`config.mk`:
```
export PLATFORM = sky130hd
export DESIGN_NAME = demux_stream_nch_flat
export DESIGN_NICKNAME = d
export VERILOG_FILES = /design/src/rtl/demux_stream_nch_pkg.sv /design/src/rtl/demux_stream_nch_if.sv /design/src/rtl/demux_stream_nch_chan_slot.sv /design/src/rtl/demux_stream_nch.sv /design/src/flat_wrapper.sv
export SDC_FILE = /design/constraint.sdc
export NUM_CORES = 1
export LEC_CHECK = 0
export CAP_MARGIN = 30
export CORE_ASPECT_RATIO = 1.2
export CORE_MARGIN = 1
export CORE_UTILIZATION = 25
export DETAILED_ROUTE_END_ITERATION = 6
export PLACE_DENSITY = 0.5
export SLEW_MARGIN = 20
export SYNTH_ARGS = -nofsm -noshare
export SYNTH_HDL_FRONTEND = slang
export SYNTH_SLANG_ARGS = --single-unit
```
`constraint.sdc`:
```
create_clock -name clk -period 1.7 [get_ports clk]
set_input_delay 0.17 -clock clk [delete_from_list [all_inputs] [get_ports clk]]
set_output_delay 0.17 -clock clk [all_outputs]
set_load 0.05 [all_outputs]
```
`src/rtl/demux_stream_nch_pkg.sv`:
```
// Shared definitions for the demux_stream_nch slice.
//   MODE_HOLD / MODE_CLEAR : output data behaviour once a channel empties
//   chanState_t            : per-channel EMPTY/FULL state encoding
//   selWidth()             : select width for a given channel count (min 1 bit)
package demux_stream_nch_pkg;

   localparam logic MODE_HOLD  = 1'b0;
   localparam logic MODE_CLEAR = 1'b1;

   typedef enum logic {
      CH_EMPTY = 1'b0,
      CH_FULL  = 1'b1
   } chanState_t;

   function automatic int selWidth(input int nCh);
      return (nCh > 1) ? $clog2(nCh) : 1;
   endfunction

endpackage

```
`src/rtl/demux_stream_nch_if.sv`:
```
// Producer/consumer bus of the demultiplexer.
//   in_valid / in_ready / sel / data_in : single producer side
//   out_data / out_valid / out_ready    : N_CH consumer channels, channel k at [k*DW +: DW]
// The master modport is the traffic source and sink (testbench / surrounding logic);
// the slave modport is the demultiplexer itself.
interface demux_stream_nch_if
   import demux_stream_nch_pkg::*;
#(
   parameter int DW   = 4,
   parameter int N_CH = 8
) ();

   localparam int SEL_W = selWidth(N_CH);

   logic                 in_valid;
   logic                 in_ready;
   logic [SEL_W-1:0]     sel;
   logic [DW-1:0]        data_in;
   logic [N_CH*DW-1:0]   out_data;
   logic [N_CH-1:0]      out_valid;
   logic [N_CH-1:0]      out_ready;

   modport master (
      output in_valid, sel, data_in, out_ready,
      input  in_ready, out_data, out_valid
   );

   modport slave (
      input  in_valid, sel, data_in, out_ready,
      output in_ready, out_data, out_valid
   );

endinterface

```
`src/rtl/demux_stream_nch_chan_slot.sv`:
```
// One output channel of the demultiplexer: an EMPTY/FULL state bit plus a DW-wide
// holding register.
//   clk, rst_n : clock and asynchronous active-low reset
//   load       : accepted word is routed to this channel this cycle
//   take       : consumer takes the held word this cycle
//   mode       : MODE_HOLD keeps the last word, MODE_CLEAR zeroes it while empty
//   d          : incoming word
//   q          : held word
//   valid      : channel holds an unconsumed word
module demux_chan_slot
   import demux_stream_nch_pkg::*;
#(
   parameter int DW = 4
) (
   input  logic          clk,
   input  logic          rst_n,
   input  logic          load,
   input  logic          take,
   input  logic          mode,
   input  logic [DW-1:0] d,
   output logic [DW-1:0] q,
   output logic          valid
);

   chanState_t    r_state;
   chanState_t    w_stateNext;
   logic [DW-1:0] r_data;

   // State register: a channel always comes out of reset empty.
   always_ff @(posedge clk or negedge rst_n) begin
      if (!rst_n) begin
         r_state <= CH_EMPTY;
      end else begin
         r_state <= w_stateNext;
      end
   end

   // Next state: a load always leaves the channel full, even when the old word is
   // taken on the same edge; only a take without a load empties it.
   always_comb begin
      w_stateNext = r_state;
      case (r_state)
         CH_EMPTY: if (load)          w_stateNext = CH_FULL;
         CH_FULL:  if (take && !load) w_stateNext = CH_EMPTY;
         default:                     w_stateNext = CH_EMPTY;
      endcase
   end

   // Data register: new words always win. In CLEAR mode the word is zeroed on any
   // edge that leaves the channel empty, which covers both the consuming edge and
   // an idle channel seeing a HOLD->CLEAR switch.
   always_ff @(posedge clk or negedge rst_n) begin
      if (!rst_n) begin
         r_data <= '0;
      end else if (load) begin
         r_data <= d;
      end else if (mode == MODE_CLEAR && w_stateNext == CH_EMPTY) begin
         r_data <= '0;
      end
   end

   assign q     = r_data;
   assign valid = (r_state == CH_FULL);

endmodule

```
`src/rtl/demux_stream_nch.sv`:
```
// Registered 1-to-N_CH demultiplexer with valid/ready flow control.
//   clk, rst_n : clock and asynchronous active-low reset
//   en         : global enable; low blocks new input while channels still drain
//   mode       : MODE_HOLD / MODE_CLEAR output data behaviour
//   bus        : producer handshake, select, data and N_CH consumer channels
//   sel_err    : one-cycle pulse when a word with an out-of-range select is accepted
//   err_cnt    : saturating count of such accepts
module demux_stream_nch
   import demux_stream_nch_pkg::*;
#(
   parameter int DW     = 4,
   parameter int N_CH   = 8,
   parameter int ECNT_W = 8
) (
   input  logic               clk,
   input  logic               rst_n,
   input  logic               en,
   input  logic               mode,
   demux_stream_nch_if.slave  bus,
   output logic               sel_err,
   output logic [ECNT_W-1:0]  err_cnt
);

   logic [N_CH-1:0]   w_selOneHot;
   logic [N_CH-1:0]   w_load;
   logic              w_selInRange;
   logic              w_blocked;
   logic              w_accept;
   logic              r_selErr;
   logic [ECNT_W-1:0] r_errCnt;

   // Select decode. An out-of-range select decodes to no channel at all, so it can
   // never be blocked by a full channel and never loads one.
   always_comb begin
      w_selOneHot  = '0;
      for (int k = 0; k < N_CH; k++) begin
         w_selOneHot[k] = (int'(bus.sel) == k);
      end
      w_selInRange = (int'(bus.sel) < N_CH);
   end

   // Ready depends only on the selected channel's occupancy: a full channel still
   // accepts when its consumer takes the old word on the same edge.
   always_comb begin
      w_blocked    = |(w_selOneHot & bus.out_valid & ~bus.out_ready);
      bus.in_ready = en & ~w_blocked;
      w_accept     = bus.in_valid & bus.in_ready;
      w_load       = w_selOneHot & {N_CH{w_accept}};
   end

   // One holding slot per channel; only the selected one ever sees a load.
   for (genvar g = 0; g < N_CH; g++) begin : gSlot
      demux_chan_slot #(
         .DW(DW)
      ) u_slot (
         .clk   (clk),
         .rst_n (rst_n),
         .load  (w_load[g]),
         .take  (bus.out_ready[g]),
         .mode  (mode),
         .d     (bus.data_in),
         .q     (bus.out_data[g*DW +: DW]),
         .valid (bus.out_valid[g])
      );
   end

   // Out-of-range accepts: the word is dropped, a single-cycle flag is raised and
   // the counter climbs until it sticks at all-ones.
   always_ff @(posedge clk or negedge rst_n) begin
      if (!rst_n) begin
         r_selErr <= 1'b0;
         r_errCnt <= '0;
      end else begin
         r_selErr <= w_accept & ~w_selInRange;
         if (w_accept && !w_selInRange && r_errCnt != {ECNT_W{1'b1}}) begin
            r_errCnt <= r_errCnt + ECNT_W'(1);
         end
      end
   end

   assign sel_err = r_selErr;
   assign err_cnt = r_errCnt;

endmodule
```
`src/flat_wrapper.sv`:
```
// flat-port wrapper written by rule: the top's interface ports become plain ports
module demux_stream_nch_flat import demux_stream_nch_pkg::*;
#(
   parameter int DW     = 4,
   parameter int N_CH   = 8,
   parameter int ECNT_W = 8
)
  (clk, rst_n, en, mode, sel_err, err_cnt, bus_in_valid, bus_sel, bus_data_in, bus_out_ready, bus_in_ready, bus_out_data, bus_out_valid);
  demux_stream_nch_if #(.DW(DW), .N_CH(N_CH)) bus_i ();
  input  logic clk;
  input  logic rst_n;
  input  logic en;
  input  logic mode;
  output logic sel_err;
  output logic [ECNT_W-1:0] err_cnt;
  input wire logic [$bits(bus_i.in_valid)-1:0] bus_in_valid;
  input wire logic [$bits(bus_i.sel)-1:0] bus_sel;
  input wire logic [$bits(bus_i.data_in)-1:0] bus_data_in;
  input wire logic [$bits(bus_i.out_ready)-1:0] bus_out_ready;
  output wire logic [$bits(bus_i.in_ready)-1:0] bus_in_ready;
  output wire logic [$bits(bus_i.out_data)-1:0] bus_out_data;
  output wire logic [$bits(bus_i.out_valid)-1:0] bus_out_valid;
  assign bus_i.in_valid = bus_in_valid;
  assign bus_i.sel = bus_sel;
  assign bus_i.data_in = bus_data_in;
  assign bus_i.out_ready = bus_out_ready;
  assign bus_in_ready = bus_i.in_ready;
  assign bus_out_data = bus_i.out_data;
  assign bus_out_valid = bus_i.out_valid;
  demux_stream_nch #(.DW(DW), .N_CH(N_CH), .ECNT_W(ECNT_W)) u_core (.clk(clk), .rst_n(rst_n), .en(en), .mode(mode), .bus(bus_i), .sel_err(sel_err), .err_cnt(err_cnt));
endmodule
```
# ---- Yosys cells after proc, flatten, opt, wreduce, memory -nomap -nowiden
# Index checks and enable logic that the tools add are counted.
dict set report word_totals {
  reg_bits 40
  out_inout_bits 50
  wordCells 120
}
dict set report classes {
  n_eq_ne 7
  mux 40
  bitwise_logic 23
  n_reduce_logical 34
}
# operator count
set op_table {}
lappend op_table {{4-bit 2-to-1 mux} 16}
lappend op_table {{8-bit bitwise AND} 3}
lappend op_table {{1-bit inverter} 17}
lappend op_table {{1-bit logical AND} 16}
lappend op_table {{1-bit 2-to-1 mux} 16}
lappend op_table {{1-bit one-hot mux with 2 select lines} 8}
lappend op_table {{2-bit nonzero test} 8}
lappend op_table {{3-bit equality test (second input constant)} 4}
lappend op_table {{1-bit zero test} 8}
lappend op_table {{8-bit inverter} 1}
lappend op_table {{8-bit OR reduction} 1}
lappend op_table {{3-bit by 2-bit equality test with 1-bit output (second input constant)} 2}
lappend op_table {{3-bit by 1-bit equality test with 1-bit output (second input constant)} 1}
lappend op_table {{3-bit zero test} 1}
lappend op_table {{1-bit bitwise AND} 2}

# ---- Longest topological paths before layout
dict set report depth {
  depth_word 16
  mapped_depth 5
  depth_no_buf 3
}

# ---- Hierarchy
# A second synthesis with hierarchy kept.
dict set report hier_totals {
  cells_unflattened 184
  hier_area_um2 2042.0
}
# mod n_inst cells_each area_per_inst_um2 seq_area_each_um2
set by_module_without_submodules {}
lappend by_module_without_submodules {demux_chan_slot 8 17 217.7 125.1}
lappend by_module_without_submodules {demux_stream_nch 1 48 300.3 0.0}

# ---- Least setup slack after synthesis
# Ideal clock, no wire load.
dict set report synth_path {
  path_kind {reg-to-output}
  start {register u_core.gSlot[5].u_slot.r_state}
  end {output port bus_in_ready}
  t_arrival_ns 1.883
  t_required_ns 1.530
  slack_ns -0.353
  stages_incl_launch_ff 4
  path_buffers 0
  path_cell_list {dfrtp_1 nand2b_1 o2111ai_1 a221oi_1}
}
dict set report synth_via {
  elab_chain_cells 5
}
# element line_no
set synth_rtl {}
lappend synth_rtl {{from (decl)} demux_stream_nch_chan_slot.sv:25} ;# chanState_t r_state;
lappend synth_rtl {{from (signal assigned)} demux_stream_nch_chan_slot.sv:34} ;# r_state <= w_stateNext;
lappend synth_rtl {{8-bit bitwise AND (2 in series)} demux_stream_nch.sv:45} ;# w_blocked = |(w_selOneHot & bus.out_valid & ~bus.out_ready);
lappend synth_rtl {{8-bit OR reduction} demux_stream_nch.sv:45}
lappend synth_rtl {{1-bit inverter} demux_stream_nch.sv:46} ;# bus.in_ready = en & ~w_blocked;
lappend synth_rtl {{1-bit bitwise AND} demux_stream_nch.sv:46}
lappend synth_rtl {{to (decl)} flat_wrapper.sv:20} ;# output wire logic [$bits(bus_i.in_ready)-1:0] bus_in_ready;
# Every way passes these cells.

# ---- Worst setup path after layout
dict set report layout_path {
  start {register u_core.gSlot[3].u_slot.r_state}
  end {output port bus_in_ready}
}
dict set report layout_via {
  elab_chain_cells 5
}
# element line_no
set layout_rtl {}
lappend layout_rtl {{from (decl)} demux_stream_nch_chan_slot.sv:25}
lappend layout_rtl {{from (signal assigned)} demux_stream_nch_chan_slot.sv:34}
lappend layout_rtl {{8-bit bitwise AND (2 in series)} demux_stream_nch.sv:45}
lappend layout_rtl {{8-bit OR reduction} demux_stream_nch.sv:45}
lappend layout_rtl {{1-bit inverter} demux_stream_nch.sv:46}
lappend layout_rtl {{1-bit bitwise AND} demux_stream_nch.sv:46}
# Every way passes these cells.

==> impl_table.tex <==
\begin{tabular}{lr}
\hline
Metric & Value \\
\hline
\multicolumn{2}{l}{\textbf{Run status}} \\
Outcome & completed \\
\multicolumn{2}{l}{\textbf{Finish}} \\
Antenna diode instance count & 0 \\
Post-synthesis to final-layout area growth & 41.1\% \\
Number of nets at the end of the flow & around 270 \\
Post-route cell area & slightly above 3000 um2 \\
Fraction of layout instances using a drive strength above 1 & a little under half \\
\multicolumn{2}{l}{\textbf{Worst setup path}} \\
CP max FO & 3 \\
R2R Path Start & u\_core.gSlot[6].u\_slot.valid\$\_DFF\_PN0\_ \\
FF-to-FF setup slack & approximately 270 ps \\
Capture instance of the worst register-to-register path & u\_core.gSlot[6].u\_slot.q[0]\$\_DFFE\_PN0P\_ \\
Setup crit end kind & output port \\
Worst EP arrival & 1530 ps \\
Critical path type & reg -> out \\
Critical path launch point type & register \\
Worst Path Required & around 1500 ps \\
Worst r2r path cells & 4 \\
\multicolumn{2}{l}{\textbf{Die}} \\
Die outline width & around 87 um \\
Y dimension of the die & roughly 100 um \\
Total Die Area & between 9000 and 10000 um2 \\
Area of the core & 8290 um2 \\
Top Ports & 70 \\
Num rows & 36 \\
Initial Utilization & between 20\% and 30\% \\
\multicolumn{2}{l}{\textbf{CTS}} \\
Maximum number of buffers from clock root to sink & 2 \\
Source-to-sink clock delay at the later pin of the worst-skew pair & 290 ps \\
Root Driver & sky130\_fd\_sc\_hd\_\_clkbuf\_8 \\
Reg clk slew, reported paths & 80 ps \\
Number of levels in the clock H-tree & 2 \\
Total CTS buffers & 5 \\
TritonCTS clock tree & yes \\
TritonCTS sink count & 40 \\
\multicolumn{2}{l}{\textbf{Timing}} \\
Count of endpoints failing hold in the final timing report & 0 \\
Crit path time final & 1700 ps \\
Worst Skew & $\sim$3.8 ps \\
Setup repair after global routing missed its margin & yes \\
Number of pins exceeding their max-slew limit in the final report & 0 \\
Worst slack on hold paths & $\sim$380 ps \\
Achievable Freq & 590 MHz \\
Setup Viol. Count Final & 0 \\
Final period util & between 90 and 100\% \\
Tightest Pin Transition & slightly above 500 ps \\
Worst slew slack as a fraction of its limit & about two thirds \\
Final worst-path setup slack & between 4 and 5 ps \\
\multicolumn{2}{l}{\textbf{Detailed routing}} \\
Via count of the routed design & approximately 1500 \\
Routed length per placed instance & 15.1 um \\
Aggregate routed wire length & approximately 5600 um \\
Detailed Routing Iterations Pass 1 & 4 \\
Via density & approximately 4.2 \\
Detailed Route Iter0 Violations & 37 \\
Antenna Violating Nets Remaining & 0 \\
Number of design rule violations left after detail routing & 0 \\
\multicolumn{2}{l}{\textbf{Pwr}} \\
Power density over the cells & around 740 nW/um2 \\
Maximum resistive drop on vdd & 0.000380 V \\
Leakage & roughly 1.5 nW \\
\multicolumn{2}{l}{\textbf{Global routing}} \\
Global-route wire length before repair & around 8600 um \\
Sum of overflow across all layers after global routing & 0 \\
Maximum number of pins on one net before global-route repair & 33 \\
Initial antenna violation count & 0 \\
Aggregate global-route resource usage & 12.6\% \\
Via count of the first global-routing pass & 1533 \\
\multicolumn{2}{l}{\textbf{Placed design}} \\
Placed inst area & 2850 um2 \\
Total of buffers placed on input and output ports & 60 \\
Placement-stage worst setup slack & -189 ps \\
Routability Congestion & around 0.78 \\
Placed wire-length estimate & 4020 um \\
\multicolumn{2}{l}{\textbf{Logic synthesis}} \\
Number of synthesized register bits & 40 \\
Count of mapped cells out of synthesis & roughly 180 \\
Post-synthesis instance area & 2170 um2 \\
Number of warnings issued by yosys & 0 \\
Mean area per synthesized cell & between 10 and 15 um2 \\
Synth cell types & 30 \\
Fraction of the yosys area taken by sequential cells & 46.1\% \\
\multicolumn{2}{l}{\textbf{Hold path}} \\
Min-Delay Path Class & in -> async \\
\multicolumn{2}{l}{\textbf{Flow run}} \\
Number of maximum-capacitance violations & 0 \\
\hline
\end{tabular}
## final cells by class
cell class                 count  area, um2
multi-input combinational    116       1030
sequential                    40       1000
clock buffer                   7       96.3
tap                          114        143
fill                         853       5230
timing repair buffer          88        757
clock inverter                 1       30.0
inverter                       2       7.51
## sequential cells by signal, summed over array words and instances (netlist names)
name / count
u_core.gSlot.u_slot.q: 32
u_core.gSlot.u_slot.valid: 8
## synth_stat cells, drive strengths merged
cell	count	share of area [%]
nor2b	2	0.58
o21ai	6	1.4
nor2	1	0.17
or2b	1	0.35
o31ai	1	0.35
nand4b	2	0.81
nand3b	1	0.35
or4bb	1	0.52
nor3b	2	1.7
a221oi	1	0.40
conb	1	0.17
or4b	2	0.92
dfrtp	40	46
nand2b	9	2.9
inv	2	0.35
and3b	1	0.40
nand3	3	0.69
nand2	3	0.63
clkbuf	3	0.52
a21boi	32	11
mux2	32	19
and3	5	1.5
buf	23	8.2
o2111ai	2	0.81
## per-stage QoR
| step | cells | util (%) | TNS [ps] | total power, mW |
|---|---|---|---|---|
| 2_1_floorplan | 184 | - | 0 | 1.25 |
| 3_3_place_gp | 352 | 34.4 | -3920 | 1.41 |
| 3_5_place_dp | 352 | 34.4 | -4190 | 1.41 |
| 4_1_cts | 368 | 37.0 | -20.5 | 2.28 |
| 5_1_grt | 368 | 37.0 | -84.9 | 2.34 |
| 6_report | 368 | 37.0 | 0 | 2.26 |
## worst max path at each step
| stage | startpoint | to | slack (ps) |
|---|---|---|---|
| 6_report | u_core.gSlot[3].u_slot.valid$_DFF_PN0_ | bus_in_ready | 5 |
| 5_1_grt | u_core.gSlot[6].u_slot.valid$_DFF_PN0_ | bus_in_ready | -80 |
| 4_1_cts | u_core.gSlot[6].u_slot.valid$_DFF_PN0_ | bus_in_ready | -20 |
| 3_5_place_dp | bus_sel[0] | bus_in_ready | -190 |
| 3_3_place_gp | bus_sel[0] | bus_in_ready | -170 |
| 2_1_floorplan | u_core.gSlot[5].u_slot.valid$_DFF_PN0_ | bus_in_ready | 90 |
## placed cells by master (no fill, tap or decap), types with 2 or more instances in the layout
cell and n:
sky130_fd_sc_hd__o2111ai_2 2, sky130_fd_sc_hd__nand4b_1 2, sky130_fd_sc_hd__nor3b_4 2, sky130_fd_sc_hd__nand2_1 2, sky130_fd_sc_hd__or4b_4 2, sky130_fd_sc_hd__clkbuf_8 7
sky130_fd_sc_hd__nand3_1 3, sky130_fd_sc_hd__buf_12 3, sky130_fd_sc_hd__inv_1 2, sky130_fd_sc_hd__nor2b_1 2, sky130_fd_sc_hd__a21boi_0 32, sky130_fd_sc_hd__dfrtp_1 40
sky130_fd_sc_hd__o21ai_0 6, sky130_fd_sc_hd__mux2_2 18, sky130_fd_sc_hd__clkdlybuf4s50_1 19, sky130_fd_sc_hd__dlygate4sd2_1 3, sky130_fd_sc_hd__buf_4 59, sky130_fd_sc_hd__buf_6 2
sky130_fd_sc_hd__conb_1 9, sky130_fd_sc_hd__and3_1 4, sky130_fd_sc_hd__nand2b_1 8, sky130_fd_sc_hd__mux2_4 14
## metal layers
layer	vias to the layer above	part of all wire, %	routed length (um)	track usage, %
li1	759	-	-	-
met2	48	46	2580	19.1
met3	2	4.7	264	2.78
met4	0	0.52	29	2.86
met1	729	48	2690	18.3
met5	-	0	0	0
## cell families (layout without fill, tap and decap cells)
family,count (synthesis),in the layout,share of synthesized area (%)
buffers and inverters,28,98,9.11
and+or+nand+nor,33,33,11.6
muxes,32,32,19.0
AOI/OAI and AO/OA,42,42,14.0
other,1,9,0.173
DFF,40,40,46.1
## report_power, final
part / switching, mW / internal [mW]
Combinational: 0.255 / 0.157
Clock: 0.343 / 0.519
Sequential: 0.0141 / 0.974
## timing repair
action,in CTS,in global routing
buffers inserted,6,0
hold endpoints to repair,19,0
gates resized for setup,9,0
cloned,1,0
endpoints found under the setup margin,1,1
hold buffers,1,0
pin swaps,3,1
## worst max-delay path, stage by stage (launching register included)
cell and delay, ps:
sky130_fd_sc_hd__dfrtp_1 420, sky130_fd_sc_hd__nand4b_1 140, sky130_fd_sc_hd__o2111ai_2 140, sky130_fd_sc_hd__a221oi_2 350
sky130_fd_sc_hd__buf_12 180
(Power assumes the default switching activity.)
